## src/rtl/clockdiv_pkg.sv

```systemverilog
// Shared types and constants for the programmable multi-channel clock divider.
package clockdiv_pkg;

  typedef enum logic {
    STOP = 1'b0,
    RUN  = 1'b1
  } chan_state_e;

  localparam int unsigned DEFAULT_HALF_RST = 32'd25000000;

endpackage

```

## src/rtl/clockdiv_chan.sv

```systemverilog
// One divider channel: half-period counter, output toggle, and a pending
// half-period register that is only committed at the end of a full period.
module clockdiv_chan
  import clockdiv_pkg::*;
#(
  parameter int unsigned           CNT_WIDTH = 32,
  parameter logic [CNT_WIDTH-1:0]  RST_HALF  = CNT_WIDTH'(DEFAULT_HALF_RST)
) (
  input  logic                 clk_i,
  input  logic                 rst_i,
  input  logic                 en_i,
  input  logic                 load_i,
  input  logic [CNT_WIDTH-1:0] load_half_i,
  output logic                 oclk_o,
  output logic                 otick_o,
  output logic                 pending_o
);

  logic [CNT_WIDTH-1:0] cnt_q, cnt_d;
  logic [CNT_WIDTH-1:0] half_q;
  logic [CNT_WIDTH-1:0] pend_half_q;
  logic                 oclk_q, tick_q, pend_q;
  logic                 wrapNow;
  chan_state_e          state_d;

  // A channel with a zero half-period can never run, regardless of enable.
  always_comb begin
    state_d = (en_i && (half_q != '0)) ? RUN : STOP;
    wrapNow = (cnt_q >= (half_q - CNT_WIDTH'(1)));
    cnt_d   = wrapNow ? '0 : (cnt_q + CNT_WIDTH'(1));
  end

  // New half-periods take effect only on the falling wrap (or at once when
  // stopped); a load on that same edge is kept as the next pending value.
  always_ff @(posedge clk_i or posedge rst_i) begin
    if (rst_i) begin
      cnt_q       <= '0;
      half_q      <= RST_HALF;
      pend_half_q <= '0;
      oclk_q      <= 1'b0;
      tick_q      <= 1'b0;
      pend_q      <= 1'b0;
    end else begin
      case (state_d)
        STOP: begin
          cnt_q  <= '0;
          oclk_q <= 1'b0;
          tick_q <= 1'b0;
          if (pend_q) begin
            half_q <= pend_half_q;
            pend_q <= 1'b0;
          end
        end
        RUN: begin
          cnt_q  <= cnt_d;
          tick_q <= wrapNow && !oclk_q;
          if (wrapNow) begin
            oclk_q <= !oclk_q;
            if (oclk_q && pend_q) begin
              half_q <= pend_half_q;
              pend_q <= 1'b0;
            end
          end
        end
      endcase
      if (load_i) begin
        pend_half_q <= load_half_i;
        pend_q      <= 1'b1;
      end
    end
  end

  assign oclk_o    = oclk_q;
  assign otick_o   = tick_q;
  assign pending_o = pend_q;

endmodule

```

## src/rtl/prog_clockdiv.sv

```systemverilog
// Programmable clock divider: CHANNELS independent channels sharing one
// load port, with load_ch selecting which channel receives a new half-period.
module prog_clockdiv
  import clockdiv_pkg::*;
#(
  parameter int unsigned CHANNELS     = 4,
  parameter int unsigned CNT_WIDTH    = 32,
  parameter int unsigned DEFAULT_HALF = DEFAULT_HALF_RST,
  localparam int unsigned SEL_W       = (CHANNELS > 1) ? $clog2(CHANNELS) : 1
) (
  input  logic                 iclk,
  input  logic                 reset,
  input  logic [CHANNELS-1:0]  en,
  input  logic                 load,
  input  logic [SEL_W-1:0]     load_ch,
  input  logic [CNT_WIDTH-1:0] load_half,
  output logic [CHANNELS-1:0]  oclk,
  output logic [CHANNELS-1:0]  otick,
  output logic [CHANNELS-1:0]  pending
);

  logic [31:0]         loadSel;
  logic [CHANNELS-1:0] chanLoad;

  // Out-of-range selects match no channel and are silently dropped.
  assign loadSel = {{(32-SEL_W){1'b0}}, load_ch};

  for (genvar i = 0; i < CHANNELS; i++) begin : g_chan
    assign chanLoad[i] = load && (loadSel == i);

    clockdiv_chan #(
      .CNT_WIDTH (CNT_WIDTH),
      .RST_HALF  (CNT_WIDTH'(DEFAULT_HALF))
    ) u_chan (
      .clk_i       (iclk),
      .rst_i       (reset),
      .en_i        (en[i]),
      .load_i      (chanLoad[i]),
      .load_half_i (load_half),
      .oclk_o      (oclk[i]),
      .otick_o     (otick[i]),
      .pending_o   (pending[i])
    );
  end

endmodule

```

## config.mk

```make
export PLATFORM = sky130hd
export DESIGN_NAME = prog_clockdiv
export DESIGN_NICKNAME = d
export VERILOG_FILES = /design/src/rtl/clockdiv_pkg.sv /design/src/rtl/clockdiv_chan.sv /design/src/rtl/prog_clockdiv.sv
export SDC_FILE = /design/constraint.sdc
export NUM_CORES = 1
export LEC_CHECK = 0
export CAP_MARGIN = 20
export CORE_ASPECT_RATIO = 1.4
export CORE_MARGIN = 10
export CORE_UTILIZATION = 40
export DETAILED_ROUTE_END_ITERATION = 7
export DONT_BUFFER_PORTS = 1
export PLACE_DENSITY = 0.63
export SYNTH_ARGS = -nofsm -noshare
export SYNTH_HDL_FRONTEND = slang
export SYNTH_SLANG_ARGS = --single-unit
```

## constraint.sdc

```tcl
create_clock -name iclk -period 17.2 [get_ports iclk]
set_input_delay 1.72 -clock iclk [delete_from_list [all_inputs] [get_ports iclk]]
set_output_delay 1.72 -clock iclk [all_outputs]
set_load 0.01 [all_outputs]
```

==> flow_summary.json <==
{
  "die-area_sq_um": 63970,
  "pwr-share-comb_pct": 18.4,
  "fin_crit_ns": 5.202,
  "grt_pass1_vias": 14930,
  "clk_path_buf_depth": 3,
  "layout-drive-gt1-share_pct": 18.05,
  "critical_path_class": "flip-flop to flip-flop",
  "post_cts_buffers": 0,
  "finalWeightedCongestion": 0.8750,
  "rows": 100,
  "powerDensity_nw_per_um2": 114.6,
  "fin_cells": 2756,
  "grt_first_pass_wirelength_um": 80680,
  "synthArstFlopShare_pct": 100.0,
  "path_cells": "nor4_1 > nand3_1 > nor3_1 > nand2_1 > nor4_1 > xnor2_1 > ha_1 > nand4_1 > nor3_1 > a221o_1 > or3_1 > or3_2 > buf_4 > a31o_1",
  "syn_area_sq_um": 21650,
  "worstPathArrival_ns": 5.64,
  "drv_cap": 0,
  "power.total_uw": 2740,
  "slew_headroom_pct": 28.63,
  "hold_ws_ns": 0.4782,
  "max_freq_ghz": 0.1922,
  "ir_drop_v": 0.0001008,
  "io_pins": 53,
  "area_growth_pct": 10.38,
  "start_util_pct": 40.53,
  "final_core_util_pct": 44.73,
  "drc": 0,
  "synthFlopType": "dfrtp_1",
  "grt_max_degree": 192,
  "timing.final.max_slew_violations": 0,
  "synth_edf_count": 0,
  "slowest_stage": "nor4_1",
  "finalSetupTns_ns": 0,
  "pwr-share-seq_pct": 46.8,
  "ant_nets": 0,
  "routed_wl_um": 49980,
  "clock_latency_ns": 0.56,
  "placed_cells": 2677,
  "fin_crit_sh_pct": 30.24,
  "clk_pin_slew_ns": 0.06,
  "cp_max_fo": 39,
  "final_cell_mix": "dfrtp_1 (348), nor2_1 (232), mux2_2 (217)",
  "viasPerCell": 5.349,
  "dp_hpwl_um": 35740,
  "drt_iter0_drc": 821,
  "hold_violations": 0,
  "internal-power_uw": 1960,
  "cts_sinks": 396,
  "final_common_cell": "dfrtp_1",
  "port_buffers": 0,
  "grt_overflow_total": 0,
  "cp-end-kind": "flip-flop",
  "cts-buffers-inserted": 39,
  "synth_cell_type_count": 60,
  "rsz0062_at_grt": "no",
  "worst-r2r-cell-count": 14,
  "clockRootBuffer": "clkbuf_16",
  "dr.pass1.iters": 5,
  "nets": 2189,
  "cts_hold_buffers": 0,
  "worstHoldPathCells": 1,
  "syn_inst": 2027,
  "finalClockSkew_ns": 0.01999,
  "clkPwrFrac_pct": 34.8,
  "tightest_slew_ns": 1.071,
  "die_y_um": 295.3,
  "multi_input_area_sq_um": 11140,
  "fill_cells": 4975,
  "p_leak_uw": 0.01012,
  "cts_htree_levels": 2,
  "grt_use_total_pct": 15.57,
  "cts_resized": 0,
  "ys_seq_area_share_pct": 46.04,
  "power.net_switching_uw": 779.7,
  "yosys_register_bits": 396,
  "vias": 14740,
  "slowest_delay_ns": 0.78,
  "grt_antenna_before_repair": 1,
  "setup_viol": 0,
  "tritoncts": "built",
  "sw_frac_of_total_pct": 28.46,
  "seqCellArea_sq_um": 9970,
  "regToRegSetupSlack_ns": 12.00,
  "hp-class": "flip-flop to flip-flop",
  "outcome": "finished clean",
  "synth.avg_cell_area_sq_um": 10.68,
  "core_area_sq_um": 53430,
  "die_w_um": 216.6,
  "crit_path_start_kind": "flip-flop",
  "required_ns": 17.64,
  "syn_nets": 2208,
  "wl_per_cell_um": 18.14,
  "ys_warn_count": 0
}
## synthesized netlist by cell type, types with 4 or more instances
library cell / n / area share [%]
and2_1: 8 / 0.23
ha_1: 140 / 8.1
mux2_2: 217 / 11
and4_1: 16 / 0.65
buf_2: 10 / 0.23
nand4_1: 49 / 1.4
xor2_1: 100 / 4.0
nand2b_1: 9 / 0.26
nor3b_1: 5 / 0.17
a21oi_1: 55 / 1.3
nor2b_1: 8 / 0.23
buf_4: 12 / 0.42
or3_1: 19 / 0.55
nor2_1: 232 / 4.0
clkbuf_1: 51 / 0.88
or4_1: 12 / 0.42
a31oi_1: 5 / 0.14
dfstp_2: 48 / 5.8
and3_1: 20 / 0.58
a21o_1: 7 / 0.24
nor4_1: 31 / 0.90
o32ai_1: 30 / 1.2
nor3_1: 66 / 1.5
nand2_1: 148 / 2.6
nand3b_1: 6 / 0.21
xnor2_1: 136 / 5.5
a31o_1: 30 / 1.2
o21a_1: 7 / 0.24
or2_2: 5 / 0.14
inv_1: 64 / 1.1
dfrtp_1: 348 / 40
o21ai_0: 25 / 0.58
o31ai_1: 4 / 0.14
nand3_1: 56 / 1.3
mux2_1: 7 / 0.36
## layer usage
layer / routed length [um] / up-vias / share of wire [%] / global-route usage [%]
met2: 25680 / 185 / 51 / 27.96
met4: 1747 / 2 / 3.5 / 6.458
li1: - / 7118 / - / -
met5: 18 / - / 0.036 / 0
met3: 1645 / 83 / 3.3 / 2.107
met1: 20900 / 7353 / 42 / 18.31
## power groups by stage
stage          sequential [uW]  combinational (uW)  clock [uW]
2_1_floorplan             1240                 418           0
3_3_place_gp              1290                 477           0
3_5_place_dp              1300                 501           0
4_1_cts                   1280                 507         976
5_1_grt                   1310                 573        1010
6_report                  1280                 504         952
## flip-flops by register name, indices dropped and copies added, names as in the netlist
register                   flops
g_chan.u_chan.cnt_q          128
g_chan.u_chan.half_q         128
g_chan.u_chan.oclk_o           4
g_chan.u_chan.otick_o          4
g_chan.u_chan.pend_half_q    128
g_chan.u_chan.pending_o        4
## logic make-up after synthesis
| kind of cell | Yosys count | share of synthesized area [%] |
|---|---|---|
| xor+xnor | 236 | 9.546 |
| simple gates | 702 | 15.68 |
| fa+ha+maj | 140 | 8.090 |
| buf+inv | 140 | 2.797 |
| mux | 224 | 11.65 |
| flops | 396 | 46.04 |
| compound gates | 189 | 6.195 |
## worst max-delay path, delay by kind of cell, from the launching register on
| kind | cells | cell delay (ns) |
|---|---|---|
| xor gates and xnor gates | 1 | 0.16 |
| AOI/OAI and AO/OA | 2 | 0.57 |
| DFF | 1 | 0.43 |
| and+or+nand+nor | 9 | 3.28 |
| adders and majority gates | 1 | 0.25 |
| buffers and inverters | 1 | 0.38 |
## layout make-up
type,instances,area share [%]
clock buffers,52,4.628
inverters,64,1.037
diodes,3,0.03141
clock inverters,20,1.366
flip-flops and latches,396,41.72
repair buffers,16,0.8900
multi-input cells,1491,46.59
well taps,714,3.738
## final timing paths
path                                            start                              end
min                         g_chan[2].u_chan.cnt_q[0]        g_chan[2].u_chan.cnt_q[0]
max in group asynchronous                       reset      g_chan[2].u_chan.half_q[25]
min in group asynchronous                       reset  g_chan[3].u_chan.pend_half_q[7]
max                        g_chan[1].u_chan.half_q[2]      g_chan[1].u_chan.half_q[26]
max reg2reg                g_chan[1].u_chan.half_q[2]      g_chan[1].u_chan.half_q[26]
min reg2reg                 g_chan[2].u_chan.cnt_q[0]        g_chan[2].u_chan.cnt_q[0]
## stage by stage
stage          worst slack, ns  instance area (sq um)
6_report                 12.00                  23900
5_1_grt                  11.62                  23900
4_1_cts                  11.91                  23780
3_5_place_dp             11.95                  22350
3_3_place_gp             12.00                  22350
2_1_floorplan            4.548                  21650
Note: power is estimated with default switching activity, not from simulation.
